## config.mk

```make
export PLATFORM = sky130hd
export DESIGN_NAME = uart_mat_frame_parser
export DESIGN_NICKNAME = d
export VERILOG_FILES = /design/src/rtl/uart_mat_frame_parser.sv
export SDC_FILE = /design/constraint.sdc
export NUM_CORES = 1
export LEC_CHECK = 0
export ABC_AREA = 1
export CORE_ASPECT_RATIO = 0.75
export CORE_UTILIZATION = 38
export DETAILED_ROUTE_END_ITERATION = 6
export SETUP_SLACK_MARGIN = 0.02
export SLEW_MARGIN = 20
export SYNTH_ARGS = -nofsm -noshare
export SYNTH_HDL_FRONTEND = slang
export SYNTH_SLANG_ARGS = --single-unit
```

## constraint.sdc

```tcl
create_clock -name clk -period 2.75 [get_ports clk]
set_input_delay 0.4125 -clock clk [delete_from_list [all_inputs] [get_ports clk]]
set_output_delay 0.4125 -clock clk [all_outputs]
set_load 0.01 [all_outputs]
```

## src/rtl/uart_mat_frame_parser.sv

```systemverilog
// Frame parser between a UART receiver and the matrix-multiply loader: decodes the
// opcode and dimensions, answers ACK/NACK, then packs bytes into indexed FP32 words.
module uart_mat_frame_parser #(
    parameter logic [7:0]  OP_MATMUL   = 8'h02,
    parameter logic [7:0]  ACK_BYTE    = 8'hAA,
    parameter logic [7:0]  NACK_BYTE   = 8'h55,
    parameter int unsigned MAX_DIM     = 8,
    parameter int unsigned TIMEOUT_CYC = 1000000
) (
    input  logic        clk,
    input  logic        rst_n,
    input  logic        rx_done_i,
    input  logic [7:0]  rx_data_i,
    output logic        tx_send_o,
    output logic [7:0]  tx_data_o,
    input  logic        tx_done_i,
    output logic        fp_valid_o,
    input  logic        fp_ready_i,
    output logic [31:0] fp_word_o,
    output logic        fp_mat_o,
    output logic [7:0]  fp_row_o,
    output logic [7:0]  fp_col_o,
    output logic [7:0]  dim_a_h_o,
    output logic [7:0]  dim_a_w_o,
    output logic [7:0]  dim_h_h_o,
    output logic [7:0]  dim_h_w_o,
    output logic        frame_done_o,
    output logic        err_dim_o,
    output logic        err_tmo_o,
    output logic        err_ovf_o
);

    localparam logic [7:0]  MaxDim  = 8'(MAX_DIM);
    localparam logic [31:0] TmoLast = 32'(TIMEOUT_CYC - 1);

    typedef enum logic [2:0] {StIdle, StDims, StCheck, StSendResp, StWaitTx, StLoad} state_e;

    state_e      state_q;
    logic [1:0]  dim_cnt_q, byte_cnt_q;
    logic [7:0]  dim_a_h_q, dim_a_w_q, dim_h_h_q, dim_h_w_q;
    logic [23:0] shift_q;
    logic [31:0] tmo_cnt_q, fp_word_q;
    logic        ack_q, all_rcvd_q, last_q;
    logic        cur_mat_q, fp_mat_q, fp_valid_q;
    logic [7:0]  cur_row_q, cur_col_q, fp_row_q, fp_col_q, tx_data_q;
    logic        tx_send_q, frame_done_q, err_dim_q, err_tmo_q, err_ovf_q;

    logic       dims_ok, counting, tmo_hit, slot_free, last_row, last_col;
    logic [7:0] cur_h, cur_w;

    always_comb begin
        dims_ok = (dim_a_h_q != 8'd0) && (dim_a_h_q <= MaxDim) &&
                  (dim_a_w_q != 8'd0) && (dim_a_w_q <= MaxDim) &&
                  (dim_h_h_q != 8'd0) && (dim_h_h_q <= MaxDim) &&
                  (dim_h_w_q != 8'd0) && (dim_h_w_q <= MaxDim) &&
                  (dim_a_w_q == dim_h_h_q);
        cur_h     = cur_mat_q ? dim_h_h_q : dim_a_h_q;
        cur_w     = cur_mat_q ? dim_h_w_q : dim_a_w_q;
        last_row  = (cur_row_q == cur_h - 8'd1);
        last_col  = (cur_col_q == cur_w - 8'd1);
        counting  = (state_q == StDims) || (state_q == StLoad);
        // A byte arriving in the expiry cycle takes priority over the timeout.
        tmo_hit   = counting && !rx_done_i && (tmo_cnt_q == TmoLast);
        slot_free = !fp_valid_q || fp_ready_i;
    end

    always_ff @(posedge clk or negedge rst_n) begin
        if (!rst_n) begin
            state_q      <= StIdle;
            dim_cnt_q    <= 2'd0;
            byte_cnt_q   <= 2'd0;
            dim_a_h_q    <= 8'd0;
            dim_a_w_q    <= 8'd0;
            dim_h_h_q    <= 8'd0;
            dim_h_w_q    <= 8'd0;
            shift_q      <= 24'd0;
            tmo_cnt_q    <= 32'd0;
            fp_word_q    <= 32'd0;
            ack_q        <= 1'b0;
            all_rcvd_q   <= 1'b0;
            last_q       <= 1'b0;
            cur_mat_q    <= 1'b0;
            cur_row_q    <= 8'd0;
            cur_col_q    <= 8'd0;
            fp_mat_q     <= 1'b0;
            fp_row_q     <= 8'd0;
            fp_col_q     <= 8'd0;
            fp_valid_q   <= 1'b0;
            tx_data_q    <= 8'd0;
            tx_send_q    <= 1'b0;
            frame_done_q <= 1'b0;
            err_dim_q    <= 1'b0;
            err_tmo_q    <= 1'b0;
            err_ovf_q    <= 1'b0;
        end else begin
            tx_send_q    <= 1'b0;
            frame_done_q <= 1'b0;
            err_dim_q    <= 1'b0;
            err_tmo_q    <= 1'b0;
            tmo_cnt_q    <= (!counting || rx_done_i) ? 32'd0 : tmo_cnt_q + 32'd1;

            if (fp_valid_q && fp_ready_i) begin
                fp_valid_q <= 1'b0;
                if (last_q) begin
                    last_q       <= 1'b0;
                    frame_done_q <= 1'b1;
                    state_q      <= StIdle;
                end
            end

            unique case (state_q)
                StIdle: begin
                    if (rx_done_i && rx_data_i == OP_MATMUL) begin
                        state_q   <= StDims;
                        dim_cnt_q <= 2'd0;
                        err_ovf_q <= 1'b0;
                    end
                end
                StDims: begin
                    if (tmo_hit) begin
                        err_tmo_q <= 1'b1;
                        state_q   <= StIdle;
                    end else if (rx_done_i) begin
                        unique case (dim_cnt_q)
                            2'd0: dim_a_h_q <= rx_data_i;
                            2'd1: dim_a_w_q <= rx_data_i;
                            2'd2: dim_h_h_q <= rx_data_i;
                            2'd3: dim_h_w_q <= rx_data_i;
                        endcase
                        dim_cnt_q <= dim_cnt_q + 2'd1;
                        if (dim_cnt_q == 2'd3) state_q <= StCheck;
                    end
                end
                StCheck: begin
                    ack_q      <= dims_ok;
                    err_dim_q  <= !dims_ok;
                    tx_data_q  <= dims_ok ? ACK_BYTE : NACK_BYTE;
                    cur_mat_q  <= 1'b0;
                    cur_row_q  <= 8'd0;
                    cur_col_q  <= 8'd0;
                    byte_cnt_q <= 2'd0;
                    all_rcvd_q <= 1'b0;
                    last_q     <= 1'b0;
                    state_q    <= StSendResp;
                end
                StSendResp: begin
                    tx_send_q <= 1'b1;
                    state_q   <= StWaitTx;
                end
                StWaitTx: begin
                    if (tx_done_i) state_q <= ack_q ? StLoad : StIdle;
                end
                StLoad: begin
                    if (tmo_hit) begin
                        err_tmo_q  <= 1'b1;
                        fp_valid_q <= 1'b0;
                        last_q     <= 1'b0;
                        state_q    <= StIdle;
                    end else if (rx_done_i && !all_rcvd_q) begin
                        if (byte_cnt_q != 2'd3) begin
                            shift_q    <= {shift_q[15:0], rx_data_i};
                            byte_cnt_q <= byte_cnt_q + 2'd1;
                        end else begin
                            byte_cnt_q <= 2'd0;
                            if (slot_free) begin
                                fp_word_q  <= {shift_q, rx_data_i};
                                fp_valid_q <= 1'b1;
                                fp_mat_q   <= cur_mat_q;
                                fp_row_q   <= cur_row_q;
                                fp_col_q   <= cur_col_q;
                                last_q     <= cur_mat_q && last_row && last_col;
                                if (last_col) begin
                                    cur_col_q <= 8'd0;
                                    if (last_row) begin
                                        cur_row_q <= 8'd0;
                                        if (cur_mat_q) all_rcvd_q <= 1'b1;
                                        else           cur_mat_q  <= 1'b1;
                                    end else begin
                                        cur_row_q <= cur_row_q + 8'd1;
                                    end
                                end else begin
                                    cur_col_q <= cur_col_q + 8'd1;
                                end
                            end else begin
                                err_ovf_q <= 1'b1;
                            end
                        end
                    end
                end
                default: state_q <= StIdle;
            endcase
        end
    end

    assign tx_send_o    = tx_send_q;
    assign tx_data_o    = tx_data_q;
    assign fp_valid_o   = fp_valid_q;
    assign fp_word_o    = fp_word_q;
    assign fp_mat_o     = fp_mat_q;
    assign fp_row_o     = fp_row_q;
    assign fp_col_o     = fp_col_q;
    assign dim_a_h_o    = dim_a_h_q;
    assign dim_a_w_o    = dim_a_w_q;
    assign dim_h_h_o    = dim_h_h_q;
    assign dim_h_w_o    = dim_h_w_q;
    assign frame_done_o = frame_done_q;
    assign err_dim_o    = err_dim_q;
    assign err_tmo_o    = err_tmo_q;
    assign err_ovf_o    = err_ovf_q;

endmodule
```

==> insert_results.sql <==
INSERT INTO impl_metrics (metric_group, metric, value, unit) VALUES
('sta', 'min_period_over_period', '88.0', '%'),
('sta', 'finalSetupViolations', '0', ''),
('synthesis', 'post_synth.cell_area_avg', '7.97', 'um^2'),
('drt', 'routed_wirelength', '22000', 'um'),
('global_routing', 'grt_remaining_overflow', '0', ''),
('drt', 'antenna_left', '0', ''),
('global_routing', 'pin_count_of_the_biggest_net_entering_global_routing', '89', ''),
('sta', 'grt_setup_unrepaired', 'no', ''),
('finish', 'layout-area-overhead-vs-synth', '23.7', '%'),
('pwr', 'cellPowerDensity', '832', 'mW/mm^2'),
('floorplan', 'chipHeight', '131', 'um'),
('setup_path', 'crit_buf_inv', '1', ''),
('synthesis', 'synth-edff-count', '0', ''),
('synthesis', 'synth.distinct_cells', '43', ''),
('floorplan', 'rows', '46', ''),
('cts', 'cts_root_buf', 'sky130_fd_sc_hd__clkbuf_16', ''),
('synthesis', 'ys_warn_count', '0', ''),
('synthesis', 'synthArstFlopShare', '100', '%'),
('setup_path', 'reg2regPathDepth', '14', ''),
('setup_path', 'crit_path_end_kind', 'register', ''),
('hold_path', 'worstHoldEndpoint', 'fp_word_o[30]', ''),
('synthesis', 'mappedNetlistArea', '0.00847', 'mm^2'),
('synthesis', 'postSynthRegisterBits', '171', ''),
('finish', 'design.final.nets', '1194', ''),
('job', 'maxCapViolations', '0', ''),
('synthesis', 'netlist_top_cells_area', 'sky130_fd_sc_hd__dfrtp_1, sky130_fd_sc_hd__nand2_1, sky130_fd_sc_hd__o21ai_0, sky130_fd_sc_hd__inv_1, sky130_fd_sc_hd__nor2_1', ''),
('setup_path', 'critPathArrivalTime', '2740', 'ps'),
('synthesis', 'netlist.area_leader.share', '50.5', '%'),
('hold_path', 'hp-class', 'reg -> reg', ''),
('sta', 'fmax', '0.413', 'GHz'),
('synthesis', 'synthesis.nets', '1086', ''),
('finish', 'drive_above_1_share', '7.60', '%'),
('sta', 'setup_tns', '0', 'ps'),
('placed_design', 'placedCellCount', '1439', ''),
('setup_path', 'r2r_slack', '330', 'ps'),
('cts', 'cts_max_path_buffers', '2', ''),
('setup_path', 'rr_endpoint', 'cur_mat_q', ''),
('sta', 'tightest_slew', '623', 'ps'),
('global_routing', 'antenna_found_initial', '0', ''),
('finish', 'layout.area.seq', '0.00428', 'mm^2'),
('sta', 'maxSlewViolCount', '0', ''),
('synthesis', 'top_cells_by_count_synth', 'sky130_fd_sc_hd__nand2_1, sky130_fd_sc_hd__dfrtp_1, sky130_fd_sc_hd__inv_1', ''),
('placed_design', 'gp_congestion', '0.930', ''),
('hold_path', 'hold-path-cell-count', '2', ''),
('cts', 'clkLatencyLatePin', '430', 'ps'),
('run_status', 'run_status', 'finished, final reports clean', ''),
('placed_design', 'numPortBuffers', '107', ''),
('global_routing', 'wire_length_of_the_first_global_routing_pass', '36200', 'um'),
('setup_path', 'cp_slowest_stage_delay', '580', 'ps'),
('finish', 'n_fill_cell', '2052', ''),
('setup_path', 'cp_max_fo', '15', ''),
('global_routing', 'grt.total_usage', '20.1', '%'),
('finish', 'antenna_cells', '0', ''),
('sta', 'final.setup.worst_slack', '330', 'ps'),
('synthesis', 'synth.yosys.seq_area_share', '50.5', '%'),
('sta', 'period_minus_slack', '2420', 'ps'),
('sta', 'skew', '8.60', 'ps'),
('synthesis', 'netlist_instances', '1063', ''),
('synthesis', 'synthDominantAreaCellType', 'sky130_fd_sc_hd__dfrtp_1', ''),
('sta', 'timing.final.hold_violations', '0', ''),
('cts', 'clock_sink_count', '171', ''),
('setup_path', 'timing_worst_setup_path_type', 'reg -> reg', ''),
('placed_design', 'final_hpwl_from_detailed_placement', '16100', 'um'),
('setup_path', 'cpMaxStageDelayCell', 'sky130_fd_sc_hd__dfrtp_2', ''),
('global_routing', 'vias_in_the_first_global_route', '6700', ''),
('drt', 'wl_per_cell', '14.9', 'um'),
('hold_path', 'min-delay-start', 'fp_word_o[30]', ''),
('floorplan', 'initial_core_util', '39.5', '%'),
('cts', 'tritoncts', 'yes', ''),
('floorplan', 'core_area', '0.0215', 'mm^2'),
('synthesis', 'postSynth.topFlopCell', 'sky130_fd_sc_hd__dfrtp_1', '');
-- area by class of cell --
type	count	area share [%]
Timing Repair Buffer	125	11.9
Sequential cell	171	40.9
Tap cell	288	3.44
Clock buffer	19	4.32
Clock inverter	13	1.47
Multi-Input combinational cell	712	32.9
Inverter	144	5.16
-- per-stage QoR --
| stage | power (uW) | area [um^2] |
|---|---|---|
| 2_1_floorplan | 5040 | 8470 |
| 3_3_place_gp | 6180 | 9860 |
| 3_5_place_dp | 6220 | 9860 |
| 4_1_cts | 8760 | 10500 |
| 5_1_grt | 9280 | 10500 |
| 6_report | 8710 | 10500 |
-- cells by family after synthesis --
kind of cell	after synthesis	share of synthesized area, %
buffers and inverters	180	8.83
xor gates and xnor gates	21	2.26
adders and majority gates	10	1.48
AOI/OAI and AO/OA	184	11.6
DFF	171	50.5
and+or+nand+nor	497	25.3
-- metal layers --
metal / GRT usage [%] / wire length (um)
met1: 31.9 / 11700
met2: 26.4 / 8570
met3: 4.80 / 1360
met4: 5.65 / 342
met5: 0 / 0
-- sequential cells by signal, indices dropped and copies added (netlist names), 2 cells and up --
register / flops
dim_cnt_q: 2
state_q: 3
byte_cnt_q: 2
shift_q: 24
dim_a_h_o: 8
cur_col_q: 8
tmo_cnt_q: 32
fp_row_o: 8
cur_row_q: 8
fp_word_o: 32
tx_data_o: 2
fp_col_o: 8
dim_h_h_o: 8
dim_a_w_o: 8
dim_h_w_o: 8
-- power by group --
| group | leakage, uW | switching, uW | internal (uW) |
|---|---|---|---|
| Combinational | 0.00225 | 1650 | 1220 |
| Sequential | 0.00230 | 460 | 2870 |
| Clock | 0.000298 | 1090 | 1410 |
| Total | 0.00485 | 3210 | 5510 |
-- layout by cell type (no fill, tap or decap), types with 7 or more instances in the layout --
cell,Yosys,layout
sky130_fd_sc_hd__o21ai_0,128,128
sky130_fd_sc_hd__nor3_1,26,26
sky130_fd_sc_hd__clkbuf_16,0,17
sky130_fd_sc_hd__dfrtp_1,171,170
sky130_fd_sc_hd__xor2_1,17,17
sky130_fd_sc_hd__nand2_1,305,305
sky130_fd_sc_hd__buf_4,7,14
sky130_fd_sc_hd__a21oi_1,27,27
sky130_fd_sc_hd__nand2_2,7,7
sky130_fd_sc_hd__nand3_1,47,47
sky130_fd_sc_hd__nand4_1,15,15
sky130_fd_sc_hd__nor2_1,64,64
sky130_fd_sc_hd__ha_1,10,10
sky130_fd_sc_hd__clkdlybuf4s50_1,0,106
sky130_fd_sc_hd__o21ai_1,9,9
sky130_fd_sc_hd__nor4_1,10,10
sky130_fd_sc_hd__inv_1,137,137
-- how the worst max path moves through the flow --
stage / startpoint / to / cells past startpoint
2_1_floorplan: cur_mat_q / all_rcvd_q / 15
3_3_place_gp: rx_done_i / cur_mat_q / 10
3_5_place_dp: cur_mat_q / cur_row_q[1] / 15
4_1_cts: cur_mat_q / cur_row_q[1] / 15
5_1_grt: cur_mat_q / cur_mat_q / 14
6_report: cur_mat_q / cur_mat_q / 14
-- what timing repair did --
item	4_1_cts	5_1_grt
hold buffers	1	0
gates resized for setup	0	1
endpoints found under the setup margin	0	14
hold endpoints to repair	54	0
buffers inserted	0	0
-- worst min-delay path, delay by kind of cell, from the launching register on --
family / cells / cell delay [ps]
AND/OR/NAND/NOR: 2 / 90
flip-flops: 1 / 340
Note: power is estimated with default switching activity, not from simulation.
